<file path="src/rtl/mem_access_unit.sv">
// mem_access_unit
//   Bridges CPU load/store requests onto a little-endian 32-bit word bus
//   (Avalon-MM style). It checks alignment, steers the byte lanes and
//   store data, holds the CPU stalled while a bus cycle is in flight, and
//   formats the returned word for byte/half/word/LWL/LWR loads.
//
// Ports
//   clk, reset                     clock, asynchronous active-high reset
//   req_read, req_write            load / store request from decode
//   req_byte_enable                size code: 0001 byte, 0011 half, 1111 word
//   req_sign                       sign-extend byte/half loads
//   req_lwlr                       1x = partial-word load (11 LWL, 10 LWR)
//   req_addr, req_wdata            byte address, store data
//   req_rt_old                     current rt, merged into LWL/LWR results
//   stall                          CPU holds PC and request while high
//   rdata, rdata_valid             formatted load result, one-cycle valid
//   err_align                      one-cycle pulse on an illegal request
//   avm_*                          bus master side

module mem_access_unit (
    input  logic        clk,
    input  logic        reset,
    input  logic        req_read,
    input  logic        req_write,
    input  logic [3:0]  req_byte_enable,
    input  logic        req_sign,
    input  logic [1:0]  req_lwlr,
    input  logic [31:0] req_addr,
    input  logic [31:0] req_wdata,
    input  logic [31:0] req_rt_old,
    output logic        stall,
    output logic [31:0] rdata,
    output logic        rdata_valid,
    output logic        err_align,
    output logic [31:0] avm_address,
    output logic        avm_read,
    output logic        avm_write,
    output logic [3:0]  avm_byteenable,
    output logic [31:0] avm_writedata,
    input  logic        avm_waitrequest,
    input  logic [31:0] avm_readdata
);

    typedef enum logic [1:0] {IDLE, READ, WRITE, DONE} state_t;

    state_t      state_q, state_d;

    logic [31:0] addr_q,   addr_d;
    logic        rd_q,     rd_d;
    logic        wr_q,     wr_d;
    logic [3:0]  be_q,     be_d;
    logic [31:0] wd_q,     wd_d;
    logic        rvalid_q, rvalid_d;
    logic        err_q,    err_d;
    logic [31:0] rdata_q,  rdata_d;

    // Request context kept for formatting the returned word.
    logic [1:0]  k_q,      k_d;
    logic        byte_q,   byte_d;
    logic        half_q,   half_d;
    logic        sign_q,   sign_d;
    logic [1:0]  lwlr_q,   lwlr_d;
    logic [31:0] rt_q,     rt_d;

    logic [1:0]  k;
    logic        is_lwlr, is_byte, is_half, aligned, accept, reject;
    logic [31:0] load_fmt;

    // Request decode and alignment check.
    always_comb begin
        k       = req_addr[1:0];
        is_lwlr = req_lwlr[1];
        is_byte = !is_lwlr && (req_byte_enable == 4'b0001);
        is_half = !is_lwlr && (req_byte_enable == 4'b0011);
        if (is_lwlr || is_byte)
            aligned = 1'b1;
        else if (is_half)
            aligned = !k[0];
        else
            aligned = (k == 2'b00);
        accept = (state_q == IDLE) && (req_read ^ req_write) && aligned;
        reject = (state_q == IDLE) && (req_read || req_write) && !accept;
    end

    // Load formatting from the word on the bus at the completing edge.
    // For LWL the shift 8*(3-k) equals {~k,3'b000} on a 2-bit k.
    always_comb begin
        logic [31:0] sh;
        sh       = avm_readdata >> {k_q, 3'b000};
        load_fmt = avm_readdata;
        if (lwlr_q == 2'b11)
            load_fmt = (avm_readdata << {~k_q, 3'b000})
                     | (rt_q & ~(32'hFFFF_FFFF << {~k_q, 3'b000}));
        else if (lwlr_q == 2'b10)
            load_fmt = (avm_readdata >> {k_q, 3'b000})
                     | (rt_q & ~(32'hFFFF_FFFF >> {k_q, 3'b000}));
        else if (byte_q)
            load_fmt = {{24{sign_q & sh[7]}}, sh[7:0]};
        else if (half_q)
            load_fmt = {{16{sign_q & sh[15]}}, sh[15:0]};
    end

    // Next state and next register values.
    always_comb begin
        state_d  = state_q;
        addr_d   = addr_q;
        be_d     = be_q;
        wd_d     = wd_q;
        k_d      = k_q;
        byte_d   = byte_q;
        half_d   = half_q;
        sign_d   = sign_q;
        lwlr_d   = lwlr_q;
        rt_d     = rt_q;
        rdata_d  = rdata_q;
        rvalid_d = 1'b0;
        err_d    = reject;

        case (state_q)
            IDLE: begin
                if (accept) begin
                    state_d = req_read ? READ : WRITE;
                    addr_d  = {req_addr[31:2], 2'b00};
                    be_d    = is_lwlr ? 4'b1111
                            : (is_byte || is_half) ? 4'(req_byte_enable << k)
                            : 4'b1111;
                    if (is_byte)
                        wd_d = {4{req_wdata[7:0]}};
                    else if (is_half)
                        wd_d = {2{req_wdata[15:0]}};
                    else
                        wd_d = req_wdata;
                    k_d     = k;
                    byte_d  = is_byte;
                    half_d  = is_half;
                    sign_d  = req_sign;
                    lwlr_d  = req_lwlr;
                    rt_d    = req_rt_old;
                end
            end
            READ: begin
                if (!avm_waitrequest) begin
                    state_d  = DONE;
                    rvalid_d = 1'b1;
                    rdata_d  = load_fmt;
                end
            end
            WRITE: begin
                if (!avm_waitrequest)
                    state_d = DONE;
            end
            default: state_d = IDLE;
        endcase

        // Bus strobes are registered copies of the state being entered.
        rd_d = (state_d == READ);
        wr_d = (state_d == WRITE);
    end

    always_ff @(posedge clk or posedge reset) begin
        if (reset) begin
            state_q  <= IDLE;
            addr_q   <= '0;
            rd_q     <= 1'b0;
            wr_q     <= 1'b0;
            be_q     <= '0;
            wd_q     <= '0;
            rvalid_q <= 1'b0;
            err_q    <= 1'b0;
            rdata_q  <= '0;
            k_q      <= '0;
            byte_q   <= 1'b0;
            half_q   <= 1'b0;
            sign_q   <= 1'b0;
            lwlr_q   <= '0;
            rt_q     <= '0;
        end else begin
            state_q  <= state_d;
            addr_q   <= addr_d;
            rd_q     <= rd_d;
            wr_q     <= wr_d;
            be_q     <= be_d;
            wd_q     <= wd_d;
            rvalid_q <= rvalid_d;
            err_q    <= err_d;
            rdata_q  <= rdata_d;
            k_q      <= k_d;
            byte_q   <= byte_d;
            half_q   <= half_d;
            sign_q   <= sign_d;
            lwlr_q   <= lwlr_d;
            rt_q     <= rt_d;
        end
    end

    // stall is combinational in IDLE so the CPU freezes in the accept cycle.
    assign stall          = !reset && (accept || state_q == READ || state_q == WRITE);
    assign rdata          = rdata_q;
    assign rdata_valid    = rvalid_q;
    assign err_align      = err_q;
    assign avm_address    = addr_q;
    assign avm_read       = rd_q;
    assign avm_write      = wr_q;
    assign avm_byteenable = be_q;
    assign avm_writedata  = wd_q;

endmodule

</file>
<file path="config.mk">
export PLATFORM = sky130hd
export DESIGN_NAME = mem_access_unit
export DESIGN_NICKNAME = d
export VERILOG_FILES = /design/src/rtl/mem_access_unit.sv
export SDC_FILE = /design/constraint.sdc
export NUM_CORES = 1
export LEC_CHECK = 0
export CORE_MARGIN = 2
export CORE_UTILIZATION = 35
export DETAILED_ROUTE_END_ITERATION = 16
export HOLD_SLACK_MARGIN = 0.05
export PLACE_DENSITY = 0.69
export SYNTH_ARGS = -nofsm -noshare
export SYNTH_HDL_FRONTEND = slang
export SYNTH_SLANG_ARGS = --single-unit
export TNS_END_PERCENT = 20
</file>
<file path="constraint.sdc">
create_clock -name clk -period 5.93 [get_ports clk]
set_input_delay 1.779 -clock clk [delete_from_list [all_inputs] [get_ports clk]]
set_output_delay 1.779 -clock clk [all_outputs]
set_load 0.03 [all_outputs]
</file>
==> flow_summary.toml <==
[timing]
worst_hold_slack_ns = 0.4756
tns_ns = 0
grt_setup_unrepaired = "no"
min_period_ns = 5.078
slew_viol_final = 0
worstMarginPinSlew_ns = 1.058
setup-violations-final = 0
finClkSkew_ns = 0.01340
period_share_pct = 85.63
relSlewSlack_pct = 29.47
fmax_mhz = 196.9
hold_viol = 0

[critical_path]
worstReg2RegEnd = "avm_address[22]"
start_kind = "primary input"
crit_end = "stall"
worstReg2RegStart = "state_q[1]"
required_ns = 4.15
crit_type = "primary input to output pin"
crit_cells = 6
cpLargestDelayFamily = "buffers and inverters"
critical_path_buf_inv_count = 2
crit_path_max_fanout = 7
r2r_slack_ns = 3.01
slowest_delay_ns = 0.54
slowest_stage = "clkdlybuf4s50_1"
critPathLaunch = "req_addr[0]"
cp-end-kind = "output pin"
worstPathArrival_ns = 3.30
cp_cell_sequence = "clkdlybuf4s50_1 > nor4b_2 > nor4_2 > nand3b_1 > a21oi_1 > buf_4"
reg2reg_depth = 6

[grt]
grt_start_max_net_pins = 119
grt_usage_pct = 20.43
grt_antenna_before_repair = 4
grt_pass1_vias = 6460
grt_overflow_total = 0
grt_pass1_wl_microns = 35570

[synth]
yosys.area.top_type = "dfrtp_1"
synth-seq-cells = 143
async_reset_ff_share_pct = 100.0
synth_area_leaders = "dfrtp_1 (48%), mux2_2 (12%), mux2i_1 (4.4%)"
synth_edf_count = 0
ys_seq_area_share_pct = 48.18
synth_area_sq_mm = 0.007427
avgSynthCellArea_sq_um = 10.81
yosys_warnings = 0
synth_flop_cell = "dfrtp_1"
synth_top_area_share_pct = 48.18
syn_inst = 687
synthTopCellsByCount = "dfrtp_1 (143), mux2_2 (76), nand2_1 (65), nor2_1 (55), a21oi_1 (46)"
synth.most_common_cell = "dfrtp_1"
synthDistinctLibCells = 54

[power_and_ir_drop]
powerDensity_mw_per_mm2 = 565.1
power_leakage_uw = 0.004383
vdd_drop_max_uv = 253.7
p_total_uw = 6004

[job]
max_cap_viol_count = 0

[floorplan]
start_util_pct = 35.44
core_sq_mm = 0.02096
die_y_microns = 149.7
die_width_microns = 149.7
ioPinCount = 245
std_cell_rows = 53
dieArea_sq_mm = 0.02240

[clocking]
cts_resized = 0
cts_buffers = 17
cts.sinks = 143
clk-insertion-delay-late_ns = 0.42
path_clk_slew_ns = 0.06
cts_post_setup_buffers_inserted = 0
ctsHoldBuffers = 0
cts_buffer_depth = 2
cts_tree = "yes"
htreeDepth = 4
cts.root.buffer_cell = "clkbuf_16"

[cells_and_area]
nNetsFinal = 1058
syn_to_final_growth_pct = 43.06
n_fill_cell = 1923
post-route-util_pct = 50.70
fin_cells = 1203
drive_gt1_share_pct = 15.03

[run_status]
status = "completed"

[worst_hold_path]
hp-class = "register to register"

[detailed_routing]
vias = 6378
wl_microns = 22420
dr.pass1.iters = 8
drtAntennaViolNets = 0
route.detailed.drc = 0
drt-initial-drc-count = 627
wl_per_cell_microns = 18.64
viasPerCell = 5.302

[placement]
gp_congestion = 0.9046
dp_hpwl_microns = 16150
io_buffers = 242
dp_cells = 1169
## per-stage QoR
| step | setup WS [ns] | cell area [sq um] |
|---|---|---|
| final | 0.8524 | 10630 |
| after global routing | 0.7031 | 10620 |
| after CTS | 0.8456 | 10620 |
| after detailed placement | 0.8544 | 10010 |
| after global placement | 0.8925 | 10010 |
| after floorplan | 0.3131 | 7431 |
## state kept, by name, indices dropped and copies added (netlist names)
| name | cells |
|---|---|
| avm_writedata | 32 |
| rdata_valid | 1 |
| avm_byteenable | 4 |
| state_q | 2 |
| byte_q | 1 |
| err_align | 1 |
| avm_address | 30 |
| lwlr_q | 2 |
| k_q | 2 |
| avm_read | 1 |
| rdata | 32 |
| half_q | 1 |
| avm_write | 1 |
| rt_q | 32 |
| sign_q | 1 |
## worst min-delay path, delay by kind of cell (launching register included)
family / cells / cell delay (ns)
flip-flops: 1 / 0.34
AND/OR/NAND/NOR: 1 / 0.05
AO/OA/AOI/OAI: 1 / 0.05
## layout by cell type, fill, tap and decap left out, types with 4 or more instances in the layout
cell type	instances
clkdlybuf4s50_1	241
dfrtp_1	143
mux2_2	76
nand2_1	65
nor2_1	55
a21oi_1	46
o21ai_0	43
mux2i_1	33
clkbuf_16	17
a31oi_1	16
a22o_1	14
a222oi_1	14
o22ai_1	12
buf_4	12
mux2_4	11
nor2b_1	11
a211oi_1	8
o31ai_1	8
nand2b_1	7
nand3_1	6
a221oi_1	6
inv_1	5
a22oi_1	5
ha_1	5
mux4_2	4
o211ai_1	4
nor3_1	4
o2bb2ai_1	4
## cell type report
class / instances / area [sq um] / area share (%)
antenna: 3 / 7.507 / 0.07065
clock buffer: 19 / 442.9 / 4.169
clock inverter: 12 / 161.4 / 1.519
inverter: 9 / 38.79 / 0.3650
multi-input combinational: 489 / 3550 / 33.41
sequential: 143 / 3578 / 33.68
tap: 275 / 344.1 / 3.238
timing repair buffer: 253 / 2502 / 23.55
## metal layers
| layer | vias to the layer above | wire (microns) | GRT usage [%] |
|---|---|---|---|
| li1 | 2992 | - | - |
| met1 | 3073 | 9099 | 26.04 |
| met2 | 292 | 10660 | 32.84 |
| met3 | 21 | 2360 | 7.500 |
| met4 | 0 | 302 | 5.519 |
| met5 | - | 0 | 0 |
## cells by family (layout without fill, tap and decap cells)
family | count (synthesis) | in the layout | share of synthesized area [%]
mux | 125 | 125 | 19.56
other cells | 1 | 5 | 0.05049
compound gates | 188 | 188 | 16.49
flops | 143 | 143 | 48.18
fa+ha+maj | 5 | 5 | 0.8423
simple gates | 169 | 169 | 10.80
buf+inv | 56 | 293 | 4.077
## power breakdown
part | switching (uW) | leakage [uW] | internal (uW)
logic | 1750 | 0.00239 | 1370
registers | 330 | 0.00171 | 1460
clock network | 426 | 0.000286 | 674
## how the worst min path moves through the flow
stage,startpoint,end,slack (ns),cells past startpoint
2_1_floorplan,rt_q[27],rt_q[27],0.47,1
3_3_place_gp,avm_byteenable[0],avm_byteenable[0],0.46,2
3_5_place_dp,avm_writedata[30],avm_writedata[30],0.47,2
4_1_cts,rdata[5],rdata[5],0.48,2
5_1_grt,avm_writedata[11],avm_writedata[11],0.50,2
6_report,rdata[6],rdata[6],0.48,2
Note: power is estimated with default switching activity, not from simulation.
